`src/rtl/otter_pkg.sv`:
```
// Shared OTTER definitions: RV32I major opcodes and control-unit states.
// Used by the control-unit FSM, the decoder and the ALU.
package otter_pkg;

  typedef enum logic [6:0] {
    OPC_LUI    = 7'b0110111,
    OPC_AUIPC  = 7'b0010111,
    OPC_JAL    = 7'b1101111,
    OPC_JALR   = 7'b1100111,
    OPC_BRANCH = 7'b1100011,
    OPC_LOAD   = 7'b0000011,
    OPC_STORE  = 7'b0100011,
    OPC_OP_IMM = 7'b0010011,
    OPC_OP     = 7'b0110011,
    OPC_SYSTEM = 7'b1110011
  } opcode_t;

  typedef enum logic [2:0] {
    ST_INIT  = 3'd0,
    ST_FETCH = 3'd1,
    ST_EXEC  = 3'd2,
    ST_WB    = 3'd3,
    ST_INTR  = 3'd4
  } cu_state_t;

endpackage

```
`src/rtl/otter_cu_fsm.sv`:
```
// Multi-cycle OTTER control unit: sequences fetch/exec/writeback and interrupt entry.
// Interrupt entry and CSR writes are built only when OTTER_INTR_EN is defined.
module otter_cu_fsm
  import otter_pkg::*;
#(
  parameter int unsigned MEM_LAT = 1
) (
  input  logic       CLK,
  input  logic       RST_N,
  input  logic [6:0] OPCODE,
  input  logic       INTR,
  output logic       PC_RST,
  output logic       PC_WRITE,
  output logic       REG_WRITE,
  output logic       MEM_RDEN1,
  output logic       MEM_RDEN2,
  output logic       MEM_WE2,
  output logic       ILLEGAL,
  output logic       INT_TAKEN,
  output logic       CSR_WE,
  output cu_state_t  STATE_DBG
);

  localparam logic [3:0] WB_WAIT = 4'(MEM_LAT - 1);

  cu_state_t  state_q, state_d;
  logic [3:0] cnt_q, cnt_d;
  logic       intr_take;

`ifdef OTTER_INTR_EN
  assign intr_take = INTR;
`else
  logic unused_intr;
  assign unused_intr = INTR;
  assign intr_take   = 1'b0;
`endif

  // Outputs are a pure function of state and OPCODE, so an asynchronous
  // reset drops any in-flight strobe (e.g. MEM_WE2) in the same cycle.
  always_comb begin
    state_d   = state_q;
    cnt_d     = cnt_q;
    PC_RST    = 1'b0;
    PC_WRITE  = 1'b0;
    REG_WRITE = 1'b0;
    MEM_RDEN1 = 1'b0;
    MEM_RDEN2 = 1'b0;
    MEM_WE2   = 1'b0;
    ILLEGAL   = 1'b0;
    INT_TAKEN = 1'b0;
    CSR_WE    = 1'b0;
    case (state_q)
      ST_INIT: begin
        PC_RST  = 1'b1;
        state_d = ST_FETCH;
      end
      ST_FETCH: begin
        MEM_RDEN1 = 1'b1;
        state_d   = ST_EXEC;
      end
      ST_EXEC: begin
        case (OPCODE)
          OPC_LUI, OPC_AUIPC, OPC_JAL, OPC_JALR, OPC_OP_IMM, OPC_OP: begin
            PC_WRITE  = 1'b1;
            REG_WRITE = 1'b1;
          end
          OPC_BRANCH: PC_WRITE = 1'b1;
          OPC_STORE: begin
            PC_WRITE = 1'b1;
            MEM_WE2  = 1'b1;
          end
          OPC_SYSTEM: begin
            PC_WRITE  = 1'b1;
            REG_WRITE = 1'b1;
`ifdef OTTER_INTR_EN
            CSR_WE    = 1'b1;
`endif
          end
          OPC_LOAD: begin
            MEM_RDEN2 = 1'b1;
            cnt_d     = WB_WAIT;
            state_d   = ST_WB;
          end
          default: begin
            PC_WRITE = 1'b1;
            ILLEGAL  = 1'b1;
          end
        endcase
      end
      ST_WB: begin
        if (cnt_q != 4'd0) begin
          cnt_d = cnt_q - 4'd1;
        end else begin
          PC_WRITE  = 1'b1;
          REG_WRITE = 1'b1;
        end
      end
      ST_INTR: begin
`ifdef OTTER_INTR_EN
        PC_WRITE  = 1'b1;
        INT_TAKEN = 1'b1;
`endif
        state_d   = ST_FETCH;
      end
      default: state_d = ST_INIT;
    endcase
    // A PC write in EXEC or WB is the commit cycle; the only point INTR is sampled.
    if (PC_WRITE && (state_q == ST_EXEC || state_q == ST_WB)) begin
      state_d = intr_take ? ST_INTR : ST_FETCH;
    end
  end

  always_ff @(posedge CLK or negedge RST_N) begin
    if (!RST_N) begin
      state_q <= ST_INIT;
      cnt_q   <= 4'd0;
    end else begin
      state_q <= state_d;
      cnt_q   <= cnt_d;
    end
  end

  assign STATE_DBG = state_q;

endmodule

```
`config.mk`:
```
export PLATFORM = sky130hd
export DESIGN_NAME = otter_cu_fsm
export DESIGN_NICKNAME = d
export VERILOG_FILES = /design/src/rtl/otter_pkg.sv /design/src/rtl/otter_cu_fsm.sv
export SDC_FILE = /design/constraint.sdc
export NUM_CORES = 1
export LEC_CHECK = 0
export BUFFER_PORTS_ARGS = -buffer_cell sky130_fd_sc_hd__buf_2
export CORE_AREA = 10 10 47 49
export DETAILED_ROUTE_END_ITERATION = 16
export DIE_AREA = 0 0 57 59
export PLACE_DENSITY = 0.69
export SETUP_SLACK_MARGIN = 0.1
export SYNTH_ARGS = -nofsm -noshare
export SYNTH_HDL_FRONTEND = slang
export SYNTH_SLANG_ARGS = --single-unit
```
`constraint.sdc`:
```
create_clock -name CLK -period 4.9 [get_ports CLK]
set_input_delay 1.225 -clock CLK [delete_from_list [all_inputs] [get_ports CLK]]
set_output_delay 1.225 -clock CLK [all_outputs]
set_load 0.1 [all_outputs]
```
==> results.json <==
{
  "die_ar_um2": 3360,
  "final_max_slew_viol_count": 0,
  "dr.pass1.iters": 4,
  "placementRows": 14,
  "number_of_buffers_created_by_cts": 3,
  "period_needed_ns": 3.83,
  "synth.area.top_cells": "sky130_fd_sc_hd__dfrtp_1 (27%), sky130_fd_sc_hd__ha_1 (11%), sky130_fd_sc_hd__nand3b_1 (5.4%)",
  "critical_path_cell_count": 6,
  "cp_slowest_stage_delay_ns": 0.42,
  "floorplan.initialDensity": 0.397,
  "report.final.hold_viol_count": 0,
  "yosys-top-cells-count": "sky130_fd_sc_hd__dfrtp_1 (6), sky130_fd_sc_hd__ha_1 (5), sky130_fd_sc_hd__inv_1 (5)",
  "synth_edf_count": 0,
  "grt_remaining_overflow": 0,
  "avgViaCountPerCell": 5.41,
  "die_width_um": 57,
  "critical_path.n_buffers_inverters": 2,
  "critical_path.cell_chain": "buf_2, nand3b_1, nor3_1, and3_1, a211o_1, buf_2",
  "setup_viol_count_final": 0,
  "critical_path.startpoint_type": "primary input",
  "synth_area_um2": 557,
  "critPathSlowestCell": "sky130_fd_sc_hd__buf_2",
  "design.final.nets": 97,
  "worst-r2r-setup-slack_ns": 3.16,
  "via_count": 519,
  "clock_sinks": 6,
  "place.detailed.hpwl_mm": 1.09,
  "clkLatencyLatePin_ns": 0.25,
  "required_ns": 3.67,
  "synth.most_common_cell": "sky130_fd_sc_hd__dfrtp_1",
  "flow.area_growth_from_synthesis_pct": 19.1,
  "path_clk_slew_ns": 0.05,
  "cts.repair_timing.setup_buffer_count": 0,
  "grt.total_usage": 0.0855,
  "numPlacedInstances": 93,
  "yosysWarningCount": 0,
  "number_of_global_route_vias_before_repair": 537,
  "gp_congestion": 0.822,
  "detail_route.wirelength_mm": 1.37,
  "unrepaired_setup_endpoints_after_global_routing": "no",
  "sum_of_negative_setup_slack_ns": 0,
  "grt_start_max_net_pins": 11,
  "reg2reg_depth": 5,
  "port_buffers": 17,
  "synth_ff_type": "sky130_fd_sc_hd__dfrtp_1",
  "drt.antenna.violating_nets": 0,
  "hp_class": "flip-flop to flip-flop",
  "htree_levels": 1,
  "critical_path_arrival_ns": 2.61,
  "grt_first_pass_wirelength_mm": 2.33,
  "drive_gt1_frac": 0.313,
  "whs_endpoint": "cnt_q[0]",
  "syn_avg_cell_area_um2": 8.98,
  "timing.max_cap.violations": 0,
  "cts_tree": "done",
  "yosysSeqAreaShare": 0.270,
  "ys_seq_elements": 6,
  "antenna_violations_before_repair": 0,
  "netlist_instances": 62,
  "run_status": "completed",
  "drt_first_iter_violations": 5,
  "floorplan.core_area_um2": 1400,
  "path_max_fanout": 3,
  "dieHeight_um": 59,
  "clock.fmax_mhz": 261,
  "clockBufferDepth": 2,
  "finalNonFillerCells": 96,
  "post-route-period-util": 0.783,
  "wl_per_cell_um": 14.2,
  "finClkSkew_ns": 0.00778,
  "async_flop_share": 1.00,
  "synth_cell_type_count": 30,
  "boundaryPins": 22,
  "cp_common_cell": "sky130_fd_sc_hd__buf_2",
  "setup.worst_path.end_class": "output pin",
  "critPathTopFamily": "simple AND/OR/NAND/NOR gates",
  "drt_drc_violations_left": 0,
  "min_from": "cnt_q[0]",
  "critical_path_class": "primary input to output pin",
  "critical_path.reg2reg.startpoint": "STATE_DBG[1]",
  "synth.top_cell.area_share": 0.270,
  "cts_resized": 0,
  "diodes": 0,
  "cts_root_buf": "sky130_fd_sc_hd__clkbuf_4",
  "r2r-end": "cnt_q[1]",
  "postCtsHoldBufs": 0,
  "synth_top_area_cell": "sky130_fd_sc_hd__dfrtp_1",
  "hold_depth": 1
}
-- worst register-to-register path: stages (launching register included) --
cell and delay, ns:
sky130_fd_sc_hd__dfrtp_1 0.42, sky130_fd_sc_hd__ha_1 0.40, sky130_fd_sc_hd__nand2_1 0.16, sky130_fd_sc_hd__or3_1 0.39, sky130_fd_sc_hd__o211ai_1 0.15, sky130_fd_sc_hd__o2bb2ai_1 0.14
-- cell type report --
class	count	area, um^2
Inverter	5	18.8
Clock buffer	3	22.5
Multi-Input combinational cell	49	367
Timing Repair Buffer	17	85.1
Fill cell	146	738
Sequential cell	6	150
Tap cell	16	20.0
-- worst max path at each step --
stage | startpoint | to | slack (ns)
detailed placement | OPCODE[2] | REG_WRITE | 1.06
CTS | OPCODE[2] | REG_WRITE | 1.06
global placement | OPCODE[2] | REG_WRITE | 1.05
finish | OPCODE[2] | REG_WRITE | 1.07
global route | OPCODE[2] | REG_WRITE | 0.93
floorplan | OPCODE[2] | ILLEGAL | 0.98
-- per-stage QoR --
step / hold WS [ns] / setup slack (ns) / cell area, um^2 / util
floorplan: 0.471 / 0.978 / 569 / -
global placement: 0.496 / 1.05 / 641 / 0.457
detailed placement: 0.502 / 1.06 / 641 / 0.457
CTS: 0.514 / 1.06 / 663 / 0.473
global route: 0.531 / 0.926 / 663 / 0.473
finish: 0.505 / 1.07 / 663 / 0.473
-- routing by layer --
metal / vias to the layer above / wire [um] / GRT usage
li1: 258 / - / -
met5: - / 0 / 0
met4: 0 / 34 / 0.0604
met3: 4 / 82 / 0.0236
met1: 238 / 588 / 0.0963
met2: 19 / 660 / 0.136
-- layout by cell type (no fill, tap or decap) --
cell	n
sky130_fd_sc_hd__buf_2	17
sky130_fd_sc_hd__dfrtp_1	6
sky130_fd_sc_hd__inv_1	5
sky130_fd_sc_hd__ha_1	5
sky130_fd_sc_hd__nand2_1	4
sky130_fd_sc_hd__nand3b_1	4
sky130_fd_sc_hd__nand3_1	4
sky130_fd_sc_hd__or3_1	3
sky130_fd_sc_hd__nor2_1	3
sky130_fd_sc_hd__conb_1	3
sky130_fd_sc_hd__clkbuf_4	3
sky130_fd_sc_hd__nor3_1	2
sky130_fd_sc_hd__and3_1	2
sky130_fd_sc_hd__nand2b_1	2
sky130_fd_sc_hd__o2bb2ai_1	2
sky130_fd_sc_hd__or4_4	1
sky130_fd_sc_hd__o21ai_4	1
sky130_fd_sc_hd__nand2_4	1
sky130_fd_sc_hd__a21oi_1	1
sky130_fd_sc_hd__nor2b_1	1
sky130_fd_sc_hd__a211o_1	1
sky130_fd_sc_hd__nor3b_2	1
sky130_fd_sc_hd__nor4_1	1
sky130_fd_sc_hd__nor4b_1	1
sky130_fd_sc_hd__and4_1	1
sky130_fd_sc_hd__mux2i_1	1
sky130_fd_sc_hd__o211ai_1	1
sky130_fd_sc_hd__o21a_1	1
sky130_fd_sc_hd__o41ai_2	1
sky130_fd_sc_hd__o31a_1	1
-- kinds of logic (layout without fill, tap and decap cells) --
kind of cell               after synthesis  after routing  synth area share
adders and majority gates                5              5             0.112
DFF                                      6              6             0.270
other                                    1              3           0.00674
and+or+nand+nor                         31             31             0.342
buffers and inverters                    9             25            0.0944
muxes                                    1              1            0.0180
AOI/OAI and AO/OA                        9              9             0.157
-- sequential cells by signal, summed over array words and instances (netlist names) --
name       cells
cnt_q          4
STATE_DBG      2
Power is not shown: default switching activity piles up to over one toggle a cycle in this logic, so the estimate is an artifact.
